## config.mk

```make
export PLATFORM = sky130hd
export DESIGN_NAME = fifo_bf16_add_stage_flat
export DESIGN_NICKNAME = d
export VERILOG_FILES = /design/src/rtl/fifo_bf16_add_stage_if.sv /design/src/rtl/fifo_bf16_add_stage.sv /design/src/flat_wrapper.sv
export SDC_FILE = /design/constraint.sdc
export NUM_CORES = 1
export LEC_CHECK = 0
export BUFFER_PORTS_ARGS = -buffer_cell sky130_fd_sc_hd__buf_2
export CAP_MARGIN = 20
export CORE_UTILIZATION = 30
export DETAILED_ROUTE_END_ITERATION = 6
export PLACE_DENSITY = 0.56
export RECOVER_POWER = 100
export REMOVE_ABC_BUFFERS = 1
export SLEW_MARGIN = 20
export SYNTH_ARGS = -nofsm -noshare
export SYNTH_HDL_FRONTEND = slang
export SYNTH_SLANG_ARGS = --single-unit
```

## constraint.sdc

```tcl
create_clock -name clk -period 5.2 [get_ports clk]
set_input_delay 0.26 -clock clk [delete_from_list [all_inputs] [get_ports clk]]
set_output_delay 0.26 -clock clk [all_outputs]
set_load 0.02 [all_outputs]
```

## src/rtl/fifo_bf16_add_stage_if.sv

```systemverilog
// Operand-FIFO read port plus result valid/ready port of the bfloat16 add stage.
interface fifo_bf16_add_stage_if #(
    parameter int W = 16
);
    logic         fifo_empty;
    logic         fifo_rd;
    logic [W-1:0] fifo_rdata;
    logic [W-1:0] res_data;
    logic         res_valid;
    logic         res_ready;
    logic         res_invalid;

    modport master (
        input  fifo_empty, fifo_rdata, res_ready,
        output fifo_rd, res_data, res_valid, res_invalid
    );

    modport slave (
        output fifo_empty, fifo_rdata, res_ready,
        input  fifo_rd, res_data, res_valid, res_invalid
    );
endinterface

```

## src/rtl/fifo_bf16_add_stage.sv

```systemverilog
// Pops two FIFO words (A then B), adds them as bfloat16-style floats, presents the sum on valid/ready.
// Define BF16_RNE_EN for round-to-nearest-even; left undefined, results are truncated toward zero.
module fifo_bf16_add_stage #(
    parameter int EXP_W = 8,
    parameter int MAN_W = 7
) (
    input  logic                  clk,
    input  logic                  reset,
    fifo_bf16_add_stage_if.master bus,
    output logic                  busy
);
    localparam int W   = 1 + EXP_W + MAN_W;
    localparam int M   = MAN_W + 4;
    localparam int LZW = $clog2(M + 1);
    localparam int EW  = EXP_W + 2;
    localparam logic [EXP_W-1:0] EXP_ONES = '1;

    typedef enum logic [2:0] {
        FETCH_A, CAP_A, FETCH_B, CAP_B, ALIGN, ADD, NORM, OUT
    } state_t;

    state_t           state_q, state_d;
    logic [W-1:0]     op_a_q, op_a_d, op_b_q, op_b_d;
    logic             sign_q, sign_d, zsign_q, zsign_d, sub_q, sub_d;
    logic [EXP_W-1:0] exp_q, exp_d;
    logic [M-1:0]     mb_q, mb_d, ms_q, ms_d;
    logic [M:0]       sum_q, sum_d;
    logic [W-1:0]     res_data_q, res_data_d;
    logic             res_invalid_q, res_invalid_d, res_valid_q, res_valid_d;

    logic             sa, sb, za, zb, a_big;
    logic [EXP_W-1:0] ea, eb;
    logic [MAN_W-1:0] ma_f, mb_f;
    logic [M-1:0]     man_a, man_b;
    logic [W-2:0]     mag_a, mag_b;

    assign sa    = op_a_q[W-1];
    assign sb    = op_b_q[W-1];
    assign ea    = op_a_q[W-2:MAN_W];
    assign eb    = op_b_q[W-2:MAN_W];
    assign ma_f  = op_a_q[MAN_W-1:0];
    assign mb_f  = op_b_q[MAN_W-1:0];
    assign za    = (ea == '0);
    assign zb    = (eb == '0);
    // exp==0 inputs become true zeros so they neither win the ordering nor contribute mantissa bits
    assign man_a = za ? '0 : {1'b1, ma_f, 3'b000};
    assign man_b = zb ? '0 : {1'b1, mb_f, 3'b000};
    assign mag_a = za ? '0 : op_a_q[W-2:0];
    assign mag_b = zb ? '0 : op_b_q[W-2:0];
    assign a_big = (mag_a >= mag_b);

    logic [EXP_W-1:0] exp_big, exp_small, exp_diff;
    logic [M-1:0]     man_small, man_shift, lost_mask;

    always_comb begin
        exp_big   = a_big ? ea : eb;
        exp_small = a_big ? eb : ea;
        man_small = a_big ? man_b : man_a;
        exp_diff  = exp_big - exp_small;
        lost_mask = '0;
        if (int'(exp_diff) >= M) begin
            man_shift = {{(M-1){1'b0}}, |man_small};
        end else begin
            lost_mask = ~({M{1'b1}} << exp_diff);
            man_shift = (man_small >> exp_diff) | {{(M-1){1'b0}}, |(man_small & lost_mask)};
        end
    end

    logic [LZW-1:0]       lz;
    logic [M-1:0]         norm_m;
    logic signed [EW-1:0] e_norm, e_fin;
    logic [MAN_W-1:0]     man_fin;

    always_comb begin
        lz = '0;
        for (int i = 0; i < M; i++) begin
            if (sum_q[i]) lz = LZW'(M - 1 - i);
        end
        if (sum_q[M]) begin
            norm_m = sum_q[M:1] | {{(M-1){1'b0}}, sum_q[0]};
            e_norm = $signed({2'b00, exp_q}) + $signed(EW'(1));
        end else begin
            norm_m = sum_q[M-1:0] << lz;
            e_norm = $signed({2'b00, exp_q}) - $signed({{(EW-LZW){1'b0}}, lz});
        end
    end

`ifdef BF16_RNE_EN
    logic             round_inc;
    logic [MAN_W+1:0] man_rnd;

    always_comb begin
        round_inc = norm_m[2] & (norm_m[1] | norm_m[0] | norm_m[3]);
        man_rnd   = {1'b0, norm_m[M-1:3]} + {{(MAN_W+1){1'b0}}, round_inc};
        // rounding carry means the significand became 10.000..: renormalize by one
        if (man_rnd[MAN_W+1]) begin
            man_fin = man_rnd[MAN_W:1];
            e_fin   = e_norm + $signed(EW'(1));
        end else begin
            man_fin = man_rnd[MAN_W-1:0];
            e_fin   = e_norm;
        end
    end
`else
    logic [3:0] grs_unused;
    assign grs_unused = {norm_m[M-1], norm_m[2:0]};
    assign man_fin    = norm_m[M-2:3];
    assign e_fin      = e_norm;
`endif

    logic         nan_a, nan_b, inf_a, inf_b, norm_inv;
    logic [W-1:0] norm_res;

    assign nan_a = (ea == EXP_ONES) && (ma_f != '0);
    assign nan_b = (eb == EXP_ONES) && (mb_f != '0);
    assign inf_a = (ea == EXP_ONES) && (ma_f == '0);
    assign inf_b = (eb == EXP_ONES) && (mb_f == '0);

    always_comb begin
        norm_inv = 1'b0;
        if (nan_a || nan_b || (inf_a && inf_b && (sa != sb))) begin
            norm_res = {1'b0, EXP_ONES, 1'b1, {(MAN_W-1){1'b0}}};
            norm_inv = 1'b1;
        end else if (inf_a) begin
            norm_res = op_a_q;
        end else if (inf_b) begin
            norm_res = op_b_q;
        end else if (sum_q == '0) begin
            norm_res = {zsign_q, {(W-1){1'b0}}};
        end else if (e_norm[EW-1] || (e_norm == '0)) begin
            norm_res = {sign_q, {(W-1){1'b0}}};
        end else if (e_fin >= $signed({2'b00, EXP_ONES})) begin
            norm_res = {sign_q, EXP_ONES, {MAN_W{1'b0}}};
        end else begin
            norm_res = {sign_q, e_fin[EXP_W-1:0], man_fin};
        end
    end

    always_comb begin
        state_d       = state_q;
        op_a_d        = op_a_q;
        op_b_d        = op_b_q;
        sign_d        = sign_q;
        zsign_d       = zsign_q;
        sub_d         = sub_q;
        exp_d         = exp_q;
        mb_d          = mb_q;
        ms_d          = ms_q;
        sum_d         = sum_q;
        res_data_d    = res_data_q;
        res_invalid_d = res_invalid_q;
        res_valid_d   = res_valid_q;
        case (state_q)
            FETCH_A: if (bus.fifo_rd) state_d = CAP_A;
            CAP_A: begin
                op_a_d  = bus.fifo_rdata;
                state_d = FETCH_B;
            end
            FETCH_B: if (bus.fifo_rd) state_d = CAP_B;
            CAP_B: begin
                op_b_d  = bus.fifo_rdata;
                state_d = ALIGN;
            end
            ALIGN: begin
                sign_d  = a_big ? sa : sb;
                exp_d   = exp_big;
                mb_d    = a_big ? man_a : man_b;
                ms_d    = man_shift;
                sub_d   = sa ^ sb;
                zsign_d = sa & sb;
                state_d = ADD;
            end
            ADD: begin
                sum_d   = sub_q ? ({1'b0, mb_q} - {1'b0, ms_q}) : ({1'b0, mb_q} + {1'b0, ms_q});
                state_d = NORM;
            end
            NORM: begin
                res_data_d    = norm_res;
                res_invalid_d = norm_inv;
                res_valid_d   = 1'b1;
                state_d       = OUT;
            end
            OUT: begin
                if (bus.res_ready) begin
                    res_valid_d = 1'b0;
                    state_d     = FETCH_A;
                end
            end
            default: state_d = FETCH_A;
        endcase
    end

    always_ff @(posedge clk or posedge reset) begin
        if (reset) begin
            state_q       <= FETCH_A;
            op_a_q        <= '0;
            op_b_q        <= '0;
            sign_q        <= 1'b0;
            zsign_q       <= 1'b0;
            sub_q         <= 1'b0;
            exp_q         <= '0;
            mb_q          <= '0;
            ms_q          <= '0;
            sum_q         <= '0;
            res_data_q    <= '0;
            res_invalid_q <= 1'b0;
            res_valid_q   <= 1'b0;
        end else begin
            state_q       <= state_d;
            op_a_q        <= op_a_d;
            op_b_q        <= op_b_d;
            sign_q        <= sign_d;
            zsign_q       <= zsign_d;
            sub_q         <= sub_d;
            exp_q         <= exp_d;
            mb_q          <= mb_d;
            ms_q          <= ms_d;
            sum_q         <= sum_d;
            res_data_q    <= res_data_d;
            res_invalid_q <= res_invalid_d;
            res_valid_q   <= res_valid_d;
        end
    end

    // reads only from the fetch states, and never while reset is held
    assign bus.fifo_rd     = ~reset & ((state_q == FETCH_A) || (state_q == FETCH_B)) & ~bus.fifo_empty;
    assign bus.res_data    = res_data_q;
    assign bus.res_valid   = res_valid_q;
    assign bus.res_invalid = res_invalid_q;
    assign busy            = (state_q != FETCH_A);
endmodule
```

## src/flat_wrapper.sv

```systemverilog
// flat-port wrapper written by rule: the top's interface ports become plain ports
module fifo_bf16_add_stage_flat 
#(
    parameter int EXP_W = 8,
    parameter int MAN_W = 7
)
  (clk, reset, busy, bus_fifo_empty, bus_fifo_rdata, bus_res_ready, bus_fifo_rd, bus_res_data, bus_res_valid, bus_res_invalid);
  fifo_bf16_add_stage_if bus_i ();
  input  logic clk;
  input  logic reset;
  output logic busy;
  input wire logic [$bits(bus_i.fifo_empty)-1:0] bus_fifo_empty;
  input wire logic [$bits(bus_i.fifo_rdata)-1:0] bus_fifo_rdata;
  input wire logic [$bits(bus_i.res_ready)-1:0] bus_res_ready;
  output wire logic [$bits(bus_i.fifo_rd)-1:0] bus_fifo_rd;
  output wire logic [$bits(bus_i.res_data)-1:0] bus_res_data;
  output wire logic [$bits(bus_i.res_valid)-1:0] bus_res_valid;
  output wire logic [$bits(bus_i.res_invalid)-1:0] bus_res_invalid;
  assign bus_i.fifo_empty = bus_fifo_empty;
  assign bus_i.fifo_rdata = bus_fifo_rdata;
  assign bus_i.res_ready = bus_res_ready;
  assign bus_fifo_rd = bus_i.fifo_rd;
  assign bus_res_data = bus_i.res_data;
  assign bus_res_valid = bus_i.res_valid;
  assign bus_res_invalid = bus_i.res_invalid;
  fifo_bf16_add_stage #(.EXP_W(EXP_W), .MAN_W(MAN_W)) u_core (.clk(clk), .reset(reset), .bus(bus_i), .busy(busy));
endmodule
```

== After elaboration in Yosys (flattened, before gate mapping) ==
Index checks and enable logic that the tools add are counted.

* Flip-flop bits (word level): 98
* Bits of input ports: 20
* Output and inout port bits: 20

* Add/sub/neg operators: 5
* Magnitude comparators: 3
* Eq/ne operators: 13
* Shifts and indexed selects: 3
* Mux-type cells: 37
* Bitwise logic cells: 10
* Reductions and logical operators: 25

{| class="wikitable"
|+ Operators with widths
! cell !! count
|-
| $mux W16 || 4
|-
| $mux W15 || 4
|-
| $mux W11 || 5
|-
| $mux W4 || 11
|-
| $pmux W3 S8 || 1
|-
| $reduce_or A11 Y1 || 2
|-
| $mux W10 || 2
|-
| $eq A8 B8 Y1 const B || 2
|-
| $logic_not A8 Y1 || 2
|-
| $mux W8 || 2
|-
| $ge A15 B15 Y1 || 1
|-
| $logic_not A7 Y1 || 2
|-
| $reduce_bool A7 Y1 || 2
|-
| $add A11 B11 Y12 || 1
|-
| $eq A3 B3 Y1 const B || 4
|-
| $logic_not A12 Y1 || 1
|-
| $mux W12 || 1
|-
| $sub A11 B11 Y12 || 1
|-
| $and A11 B11 Y11 || 1
|-
| $not A11 Y11 || 1
|-
| $or A11 B1 Y11 || 1
|-
| $shl A11 B4 Y10 || 1
|-
| $shl A11 B8 Y11 const A || 1
|-
| $shr A11 B8 Y11 || 1
|-
| 24 further kinds || 42
|}

== Depth between registers and ports, before layout ==
* Depth in word-level cells: 20
* Gate-level depth with buffers: 27
* Depth with buffers taken out: 20

== Worst setup path after synthesis ==
Ideal clock, no wire load.

* Path type: reg2reg
* From: register u_core.op_a_q[9]
* To: register u_core.ms_q[10]
* Setup time: 0.095 ns
* Arrival time: 5.245 ns
* Required time: 5.105 ns
* Path slack: -0.140 ns
* Cell stages (with the launch flop): 26
* Path buffers: 7
* Cells stage by stage: dfrtp_1 clkbuf_1 nor4_1 nand2_1 clkbuf_1 and2_1 ha_1 nand2_1 o21ai_0 a21oi_1 o21ai_4 buf_2 buf_2 buf_2 buf_1 mux2i_1 ha_1 maj3_1 o21ai_1 o22ai_1 mux2i_1 xnor2_1 nand4b_1 or3_1 buf_2 o31ai_1

* Longest elaborated chain between the ends: 8
* Elaborated cells between the ends (all ways): 12

{| class="wikitable"
|+ Ends and longest elaborated chain
! element !! line !! source
|-
| start, declared || fifo_bf16_add_stage.sv:23 || <nowiki>logic [W-1:0] op_a_q, op_a_d, op_b_q, op_b_d;</nowiki>
|-
| start signal, assigned || fifo_bf16_add_stage.sv:210 || <nowiki>op_a_q <= op_a_d;</nowiki>
|-
| $logic_not A8 Y1 || fifo_bf16_add_stage.sv:43 || <nowiki>assign za = (ea == '0);</nowiki>
|-
| $mux W15 || fifo_bf16_add_stage.sv:48 || <nowiki>assign mag_a = za ? '0 : op_a_q[W-2:0];</nowiki>
|-
| $ge A15 B15 Y1 || fifo_bf16_add_stage.sv:50 || <nowiki>assign a_big = (mag_a >= mag_b);</nowiki>
|-
| $mux W8 (on tied branches) || fifo_bf16_add_stage.sv:56, fifo_bf16_add_stage.sv:57 ||
|-
| $sub A8 B8 Y8 || fifo_bf16_add_stage.sv:59 || <nowiki>exp_diff = exp_big - exp_small;</nowiki>
|-
| $shr A11 B8 Y11 || fifo_bf16_add_stage.sv:65 || <nowiki>man_shift = (man_small >> exp_diff) | {{(M-1){1'b0}}, |(man_small & lost_mask)};</nowiki>
|-
| $or A11 B1 Y11 || fifo_bf16_add_stage.sv:65 ||
|-
| $mux W11 * || fifo_bf16_add_stage.sv:61 || <nowiki>if (int'(exp_diff) >= M) begin</nowiki>
|-
| end signal, assigned || fifo_bf16_add_stage.sv:217 || <nowiki>ms_q <= ms_d;</nowiki>
|-
| end, declared || fifo_bf16_add_stage.sv:26 || <nowiki>logic [M-1:0] mb_q, mb_d, ms_q, ms_d;</nowiki>
|}

Every way passes the cells marked *; elsewhere a longest branch is shown, timed or not.
A chain may end at the register's enable or synchronous reset.

== Final worst setup path ==
* From: register u_core.op_a_q[8]
* To: register u_core.ms_q[9]

Same word-level chain as after synthesis.

==> impl_results.md <==
* Type of element capturing the critical path: flip-flop
* Final-report hold violation count at 0
* Count of endpoints failing setup in the final report at 0
* Largest net degree at the start of global routing at 61
* Total area of multi-input combinational cells at 0.004383 mm²
* Final #Nets at 910
* Clock transition time at the flip-flop clock pins of the worst setup and hold paths at 0.07 ns
* H-tree depth at 3
* X dimension of the die at around 160 µm
* Core Box Area at 0.02292 mm²
* Most frequent standard cell in the layout excluding fill and tap cells: sky130_fd_sc_hd__nand2_1
* Maximum net fanout on the critical path at 10
* FF+latch count, synth at 95
* Count of flip-flops with a built-in enable after synthesis at 0
* Number of max-slew violations in the final report at 148
* Post-Route Skew at about 0.013 ns
* Worst hold path cell count at 2
* Synthesis-to-finish area growth at 10.78%
* Headroom to the max-slew limit at -68.73%
* Register area at between 0.002 and 0.0025 mm²
* Minimum period implied by the final worst setup slack at approximately 4.7 ns
* Worst slack, placed at ~0.5 ns
* Number of warnings issued by yosys at 0
* Total congestion overflow after global routing at 0
* Total of hold buffers inserted after clock tree synthesis at 0
* Least setup slack across all paths after layout at roughly 0.47 ns
* Critical Path RT at 5.46 ns
* Placement row count at 55
* Commonest cells after routing, fill and taps aside: sky130_fd_sc_hd__nand2_1 (114), sky130_fd_sc_hd__dfrtp_1 (95), sky130_fd_sc_hd__o21ai_0 (69), sky130_fd_sc_hd__nor2_1 (58), sky130_fd_sc_hd__a21oi_1 (55)
* Proportion of netlist area held by the largest area contributor at 33.52%
* Number of instances in the synthesized netlist at about 840
* Global placer's final weighted congestion at 0.8663
* Slowest-stage cell, CP: sky130_fd_sc_hd__dfrtp_1
* Total CTS buffers at 9
* Clock latency on the worst-skew pair at 0.36 ns
* Die boundary height at about 160 µm
* Via-per-instance ratio at around 5.1
* Most common cell on crit path: sky130_fd_sc_hd__nand2_1
* Data arrival time of the critical path at 5.00 ns
* Count of cells resized by post-cts repair at 0
* Largest stage delay on the critical path at between 0.4 and 0.5 ns
* 1st-iter DRT viols at 372
* Leading post-synthesis cells by cell area: sky130_fd_sc_hd__dfrtp_1 (34%), sky130_fd_sc_hd__mux2i_1 (6.4%), sky130_fd_sc_hd__mux2_2 (6.0%)
* Global router's overall resource usage at roughly 15%
* Final ANT Viol Nets at 0
* Wire length after detailed routing at 17,780 µm
* Maximum buffer depth of the clock tree at 2
* Clock Root Buffer: sky130_fd_sc_hd__clkbuf_16
* Final setup TNS at 0 ns
* 1st-pass router iterations at 5
* Pin slew with the least headroom to its limit at roughly 2.5 ns
* Initial core utilization at a little under a third
* DRC violations left at 0
* CTS tree: yes
* Floorplan die area at 0.02426 mm²
* Largest area contributor in the synthesized netlist: sky130_fd_sc_hd__dfrtp_1
* Number of I/O pins at 40
* Tcrit/Tclk final at about nine tenths
* CTS sink count at 95
* Cells along the critical path: nor4_1, nand2_1, clkbuf_1, nand2_1, inv_1, ha_1, nand2_1, o21ai_0, a21oi_1, o21ai_4, mux2i_1, ha_1, maj3_1, o21ai_1, o22ai_1, mux2i_1, xnor2_1, nand4b_1, or3_1, o31ai_1
* Via count of the first global-routing pass at 5,666
* Post-synthesis instance area at 0.007092 mm²
* Global-route wire length before repair at 29,580 µm
* Status: complete, but fails checks
* Fmax achieved at 211.2 MHz
* Worst reg-to-reg path cell count at 20
* Fraction of final layout cells with drive strength greater than 1 at 11.48%
* Number of vias after detailed routing at around 6,000
* Antenna violations before repair at 0
* Average size of a mapped cell at approximately 8.4 µm²
* Startpoint type of the worst setup path: flip-flop
* Number of buffers added for setup after CTS at 0
* Hold Crit Class: input pin to flip-flop
* Share of synthesized flip-flops with an asynchronous set or reset at 100.0%
* Violated checks: capacitance limit, slew limit
* Number of diodes added for antenna fixing at 0
* Prevailing post-synth register cell: sky130_fd_sc_hd__dfrtp_1
* Post-detailed-route wirelength per cell at 15.13 µm
* Count of port buffers added during placement at 39
* Post-synth cell types at slightly below 70
* Sequential fraction of the synthesis area at between 30 and 40%
* RSZ-0062 raised after global routing: false
* Max-cap violation count at 3
* Placed wire-length estimate at 13,290 µm
* Layout filler cell count at 2,440
* Setup Crit Path Kind: flip-flop to flip-flop
==> area by class of cell <==
class	instances	area share, %
repair buffers	58	3.727
flip-flops and latches	95	30.26
inverters	31	1.497
multi-input cells	663	55.79
well taps	313	4.985
clock inverters	6	0.8759
clock buffers	9	2.867
==> cell families after synthesis <==
logic type	after synthesis	synth area share (%)
buffers and inverters	84	4.675
muxes	84	12.70
xor gates and xnor gates	34	4.305
and+or+nand+nor	298	20.06
adders and majority gates	34	6.034
DFF	95	33.52
AOI/OAI and AO/OA	213	18.70
==> final timing paths <==
check	slack (ns)	from	end
worst max-delay path	0.47	u_core.op_a_q[8]$_DFFE_PP0P_	u_core.ms_q[9]$_DFFE_PP0P_
worst min-delay path	0.13	bus_res_ready	u_core.state_q[0]$_DFFE_PP0P_
worst max register to register	0.47	u_core.op_a_q[8]$_DFFE_PP0P_	u_core.ms_q[9]$_DFFE_PP0P_
worst min register to register	0.47	u_core.bus.res_data[9]$_DFFE_PP0P_	u_core.bus.res_data[9]$_DFFE_PP0P_
max in group asynchronous	1.57	reset	u_core.op_b_q[6]$_DFFE_PP0N_
min in group asynchronous	0.50	reset	u_core.op_a_q[13]$_DFFE_PP0P_
==> synthesized netlist by cell type (5+ instances only) <==
library cell               count
sky130_fd_sc_hd__nand2_1     114
sky130_fd_sc_hd__dfrtp_1      95
sky130_fd_sc_hd__o21ai_0      59
sky130_fd_sc_hd__nor2_1       58
sky130_fd_sc_hd__a21oi_1      55
sky130_fd_sc_hd__mux2i_1      45
sky130_fd_sc_hd__clkbuf_1     42
sky130_fd_sc_hd__mux2_2       38
sky130_fd_sc_hd__ha_1         31
sky130_fd_sc_hd__inv_1        30
sky130_fd_sc_hd__xnor2_1      21
sky130_fd_sc_hd__nand3_1      19
sky130_fd_sc_hd__nor2b_1      18
sky130_fd_sc_hd__o21ai_1      18
sky130_fd_sc_hd__nor3_1       14
sky130_fd_sc_hd__nand2b_1     13
sky130_fd_sc_hd__nand4_1      12
sky130_fd_sc_hd__nor4_1       12
sky130_fd_sc_hd__xor2_1       12
sky130_fd_sc_hd__o31ai_1      10
sky130_fd_sc_hd__a21boi_1      7
sky130_fd_sc_hd__a22o_1        7
sky130_fd_sc_hd__buf_2         7
sky130_fd_sc_hd__or2_2         7
sky130_fd_sc_hd__and2_1        6
sky130_fd_sc_hd__nor3b_1       5
sky130_fd_sc_hd__o22ai_1       5
sky130_fd_sc_hd__or3_1         5
==> critical path: cells and delay by family (launching register included) <==
kind / cells / cell delay (ns)
AND/OR/NAND/NOR: 6 / 1.51
AO/OA/AOI/OAI: 6 / 0.96
adder cells (fa/ha/maj): 3 / 0.91
flip-flops: 1 / 0.47
buffers and inverters: 2 / 0.32
multiplexers: 2 / 0.31
XOR/XNOR: 1 / 0.16
==> metrics by stage <==
step	util (%)	cell area, µm²	instances	hold slack, ns
4_1_cts	34.51	7908	1175	0.02631
3_5_place_dp	33.22	7614	1160	0.4190
5_1_grt	34.28	7856	1175	0.1360
6_report	34.28	7856	1175	0.1331
2_1_floorplan	-	6877	789	0.3693
3_3_place_gp	33.22	7614	1160	0.4112
==> state kept, by name, summed over array words and instances, names as in the netlist, 3 cells and up <==
register	cells
u_core.bus.res_data	16
u_core.op_a_q	16
u_core.ms_q	11
u_core.sum_q	12
u_core.state_q	3
u_core.op_b_q	16
u_core.mb_q	8
u_core.exp_q	8
==> per-layer routing <==
metal / GRT usage (%) / wire length (µm) / up-vias / part of all wire, %
met2: 23.51 / 7814 / 108 / 44
met3: 2.972 / 681 / 17 / 3.8
met5: 0 / 0 / - / 0
met1: 22.15 / 9078 / 2851 / 51
li1: - / - / 3032 / -
met4: 4.108 / 208 / 0 / 1.2
Power is not shown: default switching activity piles up to over one toggle a cycle in this logic, so the estimate is an artifact.
